`src/rtl/script_sequencer.sv`:
```
// Kitchen-script instruction sequencer: it owns the program counter and the execution state,
// fetches instructions from a synchronous ROM, runs waits and jumps, and hands actions to the UART path.
module script_sequencer #(
    parameter int ADDR_W = 8
) (
    input  logic              clk,
    input  logic              rst,
    input  logic              start,
    input  logic              abort,
    input  logic              ms_tick,
    input  logic [7:0]        feedbak_sig,
    output logic [ADDR_W-1:0] rom_addr,
    input  logic [15:0]       rom_data,
    output logic              cmd_valid,
    input  logic              cmd_ready,
    output logic [15:0]       cmd_data,
    output logic              busy,
    output logic              halted
);

    typedef enum logic [2:0] {
        S_IDLE,
        S_FETCH,
        S_DECODE,
        S_WAIT_T,
        S_WAIT_S,
        S_CMD,
        S_HALT
    } state_t;

    localparam logic [2:0] OP_NOP    = 3'b000;
    localparam logic [2:0] OP_ACTION = 3'b001;
    localparam logic [2:0] OP_JUMP   = 3'b010;
    localparam logic [2:0] OP_WAIT   = 3'b011;
    localparam logic [2:0] OP_HALT   = 3'b111;

    state_t            state_q, state_d;
    logic [ADDR_W-1:0] pc_q, pc_d;
    logic [14:0]       counter_q, counter_d;
    logic [2:0]        sign_q, sign_d;
    logic              cmd_valid_q, cmd_valid_d;
    logic [15:0]       cmd_data_q, cmd_data_d;
    logic              busy_q, busy_d;
    logic              halted_q, halted_d;

    logic [7:0]        i_num;
    logic [2:0]        i_sign;
    logic [1:0]        func;
    logic [2:0]        op;
    logic [ADDR_W-1:0] pc_inc;
    logic              dec_sig;
    logic              jump_take;

    // Only the four kitchen handshake bits are ever selectable.
    logic unused_fb;
    assign unused_fb = ^{feedbak_sig[7:6], feedbak_sig[1:0]};

    function automatic logic sel_sig(input logic [2:0] sign, input logic [3:0] fb);
        logic s;
        case (sign)
            3'd0:    s = fb[0];
            3'd1:    s = fb[1];
            3'd2:    s = fb[2];
            3'd3:    s = fb[3];
            default: s = 1'b0;
        endcase
        return s;
    endfunction

    assign i_num   = rom_data[15:8];
    assign i_sign  = rom_data[7:5];
    assign func    = rom_data[4:3];
    assign op      = rom_data[2:0];
    assign pc_inc  = pc_q + ADDR_W'(1);
    assign dec_sig = sel_sig(i_sign, feedbak_sig[5:2]);

    always_comb begin
        case (func)
            2'b00:   jump_take = 1'b1;
            2'b01:   jump_take = dec_sig;
            2'b10:   jump_take = ~dec_sig;
            default: jump_take = 1'b0;
        endcase
    end

    always_comb begin
        state_d    = state_q;
        pc_d       = pc_q;
        counter_d  = counter_q;
        sign_d     = sign_q;
        cmd_data_d = cmd_data_q;

        case (state_q)
            S_IDLE, S_HALT: begin
                if (start) begin
                    state_d = S_FETCH;
                    pc_d    = '0;
                end
            end
            S_FETCH: state_d = S_DECODE;
            S_DECODE: begin
                state_d = S_FETCH;
                pc_d    = pc_inc;
                case (op)
                    OP_ACTION: begin
                        cmd_data_d = rom_data;
                        state_d    = S_CMD;
                        pc_d       = pc_q;
                    end
                    OP_JUMP: begin
                        if (jump_take) begin
                            pc_d = ADDR_W'(i_num);
                        end
                    end
                    OP_WAIT: begin
                        if (func == 2'b00 && i_num != 8'd0) begin
                            counter_d = 15'(i_num) * 15'd100;
                            state_d   = S_WAIT_T;
                            pc_d      = pc_q;
                        end else if (func == 2'b01) begin
                            sign_d  = i_sign;
                            state_d = S_WAIT_S;
                            pc_d    = pc_q;
                        end
                    end
                    OP_HALT: begin
                        state_d = S_HALT;
                        pc_d    = pc_q;
                    end
                    default: ;
                endcase
            end
            S_WAIT_T: begin
                if (ms_tick) begin
                    counter_d = counter_q - 15'd1;
                    if (counter_q == 15'd1) begin
                        state_d = S_FETCH;
                        pc_d    = pc_inc;
                    end
                end
            end
            S_WAIT_S: begin
                if (sel_sig(sign_q, feedbak_sig[5:2])) begin
                    state_d = S_FETCH;
                    pc_d    = pc_inc;
                end
            end
            S_CMD: begin
                if (cmd_ready) begin
                    state_d = S_FETCH;
                    pc_d    = pc_inc;
                end
            end
            default: state_d = S_IDLE;
        endcase

        // Abort wins over everything except reset, including a same-cycle handshake.
        if (abort) begin
            state_d    = S_IDLE;
            pc_d       = '0;
            counter_d  = '0;
            cmd_data_d = '0;
        end

        cmd_valid_d = (state_d == S_CMD);
        busy_d      = (state_d != S_IDLE) && (state_d != S_HALT);
        halted_d    = (state_d == S_HALT);
    end

    always_ff @(posedge clk) begin
        if (rst) begin
            state_q     <= S_IDLE;
            pc_q        <= '0;
            counter_q   <= '0;
            sign_q      <= '0;
            cmd_valid_q <= 1'b0;
            cmd_data_q  <= '0;
            busy_q      <= 1'b0;
            halted_q    <= 1'b0;
        end else begin
            state_q     <= state_d;
            pc_q        <= pc_d;
            counter_q   <= counter_d;
            sign_q      <= sign_d;
            cmd_valid_q <= cmd_valid_d;
            cmd_data_q  <= cmd_data_d;
            busy_q      <= busy_d;
            halted_q    <= halted_d;
        end
    end

    assign rom_addr  = pc_q;
    assign cmd_valid = cmd_valid_q;
    assign cmd_data  = cmd_data_q;
    assign busy      = busy_q;
    assign halted    = halted_q;

endmodule
```
`config.mk`:
```
export PLATFORM = sky130hd
export DESIGN_NAME = script_sequencer
export DESIGN_NICKNAME = d
export VERILOG_FILES = /design/src/rtl/script_sequencer.sv
export SDC_FILE = /design/constraint.sdc
export NUM_CORES = 1
export LEC_CHECK = 0
export BUFFER_PORTS_ARGS = -buffer_cell sky130_fd_sc_hd__buf_2
export CORE_MARGIN = 2
export CORE_UTILIZATION = 58
export CTS_CLUSTER_SIZE = 12
export DETAILED_ROUTE_END_ITERATION = 10
export GPL_ROUTABILITY_DRIVEN = 0
export PLACE_DENSITY = 0.82
export SLEW_MARGIN = 20
export SYNTH_ARGS = -nofsm -noshare
export SYNTH_HDL_FRONTEND = slang
export SYNTH_SLANG_ARGS = --single-unit
```
`constraint.sdc`:
```
create_clock -name clk -period 8.25 [get_ports clk]
set_input_delay 0.825 -clock clk [delete_from_list [all_inputs] [get_ports clk]]
set_output_delay 0.825 -clock clk [all_outputs]
set_load 0.03 [all_outputs]
```
# Word-level counts from Yosys, hierarchy flattened
# Cells that the tools add are included.
word_totals:
  in_bits: 30
  output_inout_bits: 27
  wordCells: 90
  register_bits: 48
op_classes:
  n_bitwise: 2
  mux: 28
  n_reduce_logical: 17
  add_sub_neg: 2
  n_mul: 1
  eq_ne: 32
ops:
  columns: ["cell", "n"]
  rows:
  - ["8-bit 2-to-1 mux", 8]
  - ["15-bit 2-to-1 mux", 3]
  - ["8-bit case mux with 5 select lines", 1]
  - ["15-bit case mux with 2 select lines", 1]
  - ["3-bit by 2-bit equality test with 1-bit output, second input constant", 8]
  - ["3-bit 2-to-1 mux", 8]
  - ["8-bit case mux with 3 select lines", 1]
  - ["3-bit equality test, second input constant", 6]
  - ["3-bit case mux with 6 select lines", 1]
  - ["2-bit != test, second input constant", 8]
  - ["15-bit by 1-bit equality test with 1-bit output, second input constant", 1]
  - ["15-bit by 1-bit subtractor with 15-bit output, second input constant", 1]
  - ["8-bit by 5-bit multiplier with 13-bit output, second input constant", 1]
  - ["3-bit by 1-bit equality test with 1-bit output, second input constant", 4]
  - ["3-bit logical NOT", 3]
  - ["3-bit != test, second input constant", 3]
  - ["3-bit case mux with 3 select lines", 1]
  - ["9-bit AND reduction", 1]
  - ["8-bit by 1-bit adder with 8-bit output, second input constant", 1]
  - ["1-bit case mux with 4 select lines", 2]
  - ["4-bit AND reduction", 2]
  - ["8-bit nonzero test", 1]
  - ["2-bit OR reduction", 3]
  - ["5-bit nonzero test", 1]
  - ["other kinds (10)", 12]

# Longest topological paths before layout
logic_depth:
  depth_word: 8
  depth_mapped: 13
  depth_no_buf: 13

# Worst setup path after synthesis
# No wires, ideal clock.
synth_timing:
  path_type: "input-to-reg"
  startpoint: "input rom_data[10]"
  endpoint: "register counter_q[13]"
  path_stages: 11
  setup_ps: 70
  n_path_buf: 0
  required_ps: 8180
  slack_ps: 4542
  arrival_time_ps: 3639
  path_cell_list: "inv_1 > ha_1 > ha_1 > fa_1 > ha_1 > o21ai_0 > o21bai_1 > a2111oi_0 > nor3_1 > or3b_2 > a21oi_1"
synth_via:
  elab_chain_len: 4
  word_cells_on_any_way: 8
  classes_between: "mul (1); eq/ne (1); mux (3); reduce/logical (3)"
synth_lines:
  columns: ["item", "line", "source"]
  rows:
  - ["start: declaration", "13", "input logic [15:0] rom_data,"]
  - ["8-bit by 5-bit multiplier with 13-bit output or 8-bit nonzero test (tied branches)", "117, 116", null]
  - ["15-bit 2-to-1 mux or 1-bit logical AND (tied branches)", "116", "if (func == 2'b00 && i_num != 8'd0) begin"]
  - ["15-bit 2-to-1 mux or 2-bit != test (tied branches)", null, null]
  - ["15-bit case mux with 2 select lines or 4-bit AND reduction (tied branches)", null, null]
  - ["end signal: assignment", "183", "counter_q <= counter_d;"]
  - ["end: declaration", "39", "logic [14:0] counter_q, counter_d;"]
# Parallel ways exist; a longest one is shown, timed or not. The select of a mux whose other input is x is not followed.
# A chain may end at the register's enable or synchronous reset.

# Worst setup path after layout
# Ends and elaborated chain as after synthesis.

==> metrics.md <==
| Metric | Value |
|---|---|
| Status | `finished, final reports clean` |
| Antenna fix cells | `0` |
| Die height | `79.7 um` |
| Clock latency on the worst-skew pair | `300 ps` |
| Register area | `961 um2` |
| Critical Path Max Stage Delay | `610 ps` |
| Cts bufs inserted | `5` |
| Initial antenna violation count | `0` |
| Area occupied by multi-input gates | `2170 um2` |
| Yosys warning count | `0` |
| Routed WL | `8260 um` |
| Worst slew margin | `47.2%` |
| CP Capture Type | `register` |
| DP Cell Count | `513` |
| Average wire per standard cell | `15.9 um` |
| First-pass GRT wire length | `13400 um` |
| Die ar. | `6350 um2` |
| Max cap viols | `0` |
| IO Count | `57` |
| Rows | `27` |
| DRT antenna net count | `0` |
| Synthesis-stage register bit count | `48` |
| CTS max path bufs | `2` |
| CTS Hold Bufs | `0` |
| Largest family of logic cells by synthesized area | `compound AO/OA/AOI/OAI gates` |
| Layout Skew | `7.42 ps` |
| Synth cell types | `66` |
| Non-Filler Instances | `521` |
| Die Width | `79.7 um` |
| # fillers | `453` |
| Total Neg Setup Slack | `0 ps` |
| Hpwl dp | `6150 um` |
| Hold crit path type | `reg -> reg` |
| PortBufs | `52` |
| Largest net degree at the start of global routing | `33` |
| Gate count of the mapped netlist | `404` |
| Top post-synthesis cells by area | `dfxtp_1 29%, ha_1 14%, a21oi_1 7.1%, nand2_1 5.4%, o21ai_0 4.1%` |
| Synth Area in XOR/XNOR | `2.11%` |
| Minimum clock period after layout | `3990 ps` |
| Fmax | `250 MHz` |
| Vias after detailed routing | `3190` |
| Number of synthesized flops with an enable pin | `0` |
| Worst Path Max Fanout | `5` |
| Max rail drop VDD | `122 uV` |
| Pwr Density | `143 nW/um2` |
| Area grow syn2layout | `11.1%` |
| Core ar. | `5510 um2` |
| Max Slew Vio Count | `0` |
| DR pass1 iterations | `5` |
| Share of cells above drive strength 1 | `18.5%` |
| Post-synth top area cell | `dfxtp_1` |
| Critical path required time | `8490 ps` |
| Final period util | `48.4%` |
| Nets | `517` |
| Synth Area in Simple Gates | `21.4%` |
| Synth Cell Area | `3320 um2` |
| Complex-gate fraction of the synthesized area | `23.5%` |
| Final setup violation count | `0` |
| Post-CTS sizing | `0` |
| Synth Area in Adders | `15.4%` |
| RSZ-0062 raised after global routing | `no` |
| Syn_area_per_cell | `8.22 um2` |
| CTS HTree Levels | `2` |
| Post-synthesis async set-or-reset flop share | `0%` |
| Via/cell ratio | `6.12` |
| Final core occ | `67.0%` |
| CTS sink count | `48` |
| Number of global-route vias before repair | `2981` |
| Root buffer cell | `clkbuf_8` |
| Syn nets | `473` |
| Worst Max-Slew Pin Slew | `792 ps` |
| DRC | `0` |
| Initial core utilization | `60.3%` |
| GR Util All Layers | `26.7%` |
| Synth Flop Type | `dfxtp_1` |
| CTS tree | `built` |
| Setup CP Type | `in -> reg` |
| Hold WS | `454 ps` |
| Worst-path cell with the longest stage delay | `a2111oi_0` |
| Mux share of post-synthesis cell area | `2.94%` |
| Initial DRC count | `137` |
| P_leak | `1.60 nW` |
| Reg clk slew, reported paths | `90 ps` |
| Synth top area share | `28.9%` |
| Cell mode on critical path | `ha_1` |
| Setup bufs post-CTS | `0` |
| CP Cell Sequence | `buf_2, inv_1, ha_1, ha_1, fa_1, ha_1, o21ai_0, o21bai_1, a2111oi_0, nor3_1, or3b_2, a21oi_1` |
| CP arrival | `4230 ps` |
| Final hold violation count | `0` |
| CP startpoint kind | `primary input` |
| Global route overflow | `0` |
| Synth top cells by count | `48 x dfxtp_1, 48 x nand2_1, 47 x a21oi_1, 36 x ha_1, 31 x nor2_1` |
| Seq/Total Area, Yosys | `28.9%` |
registers in the layout, summed over array words and instances (netlist names):
signal / flops
sign_q: 3
rom_addr: 8
state_q: 3
busy: 1
counter_q: 15
cmd_valid: 1
halted: 1
cmd_data: 16
worst paths after layout:
path | slack, ps | depth (start not counted) | from | to
setup / recovery | 4260 | 12 | rom_data[10] | counter_q[13]
hold / removal | 450 | 2 | cmd_data[3] | cmd_data[3]
setup reg to reg | 5540 | 6 | state_q[1] | counter_q[6]
hold reg to reg | 450 | 2 | cmd_data[3] | cmd_data[3]
layout by cell type, fill, tap and decap left out, types with 5 or more instances in the layout:
cell / count
a211oi_1: 9
ha_1: 36
dfxtp_1: 48
nand3_1: 9
inv_1: 23
clkbuf_8: 5
a21o_1: 5
a21oi_1: 47
buf_2: 52
o21ai_0: 27
nand4_1: 5
nand2_1: 48
nor3_1: 6
nor2_1: 31
o22ai_1: 5
layout make-up:
cell class | count | share of cell area, %
inverter | 23 | 2.34
sequential | 48 | 26.0
timing repair buffer | 54 | 7.46
multi-input combinational | 316 | 58.8
tap | 72 | 2.44
clock buffer | 6 | 1.97
clock inverter | 2 | 0.949
cell families (layout without fill, tap and decap cells):
logic type	count (synthesis)	after routing
mux	7	7
buf+inv	40	85
fa+ha+maj	39	39
simple gates	138	138
xor+xnor	8	8
compound gates	124	124
flops	48	48
critical path, delay by kind of cell:
kind	cells	cell delay [ps]
AND/OR/NAND/NOR	2	570
adder cells (fa/ha/maj)	4	1450
AO/OA/AOI/OAI	4	1130
buffers and inverters	2	240
routing by layer:
layer | up-vias | routed length (um) | track usage [%]
met5 | - | 0 | 0
met4 | 0 | 282 | 12.8
met3 | 26 | 455 | 5.20
met2 | 103 | 3960 | 44.4
met1 | 1506 | 3560 | 33.0
li1 | 1555 | - | -
through the flow:
| step | worst slack, ps | area, um2 | power, mW |
|---|---|---|---|
| 5_1_grt | 4030 | 3690 | 0.555 |
| 4_1_cts | 4290 | 3690 | 0.527 |
| 3_3_place_gp | 4080 | 3580 | 0.356 |
| 2_1_floorplan | 4540 | 3320 | 0.327 |
| 6_report | 4260 | 3690 | 0.529 |
| 3_5_place_dp | 4000 | 3580 | 0.361 |
report_power, final:
part / internal (mW) / leakage (nW) / switching (mW)
Clock: 0.0901 / 0.0552 / 0.0804
Combinational: 0.0508 / 1.15 / 0.0718
Sequential: 0.233 / 0.387 / 0.00238
Total: 0.374 / 1.60 / 0.155
Note: power is estimated with default switching activity, not from simulation.
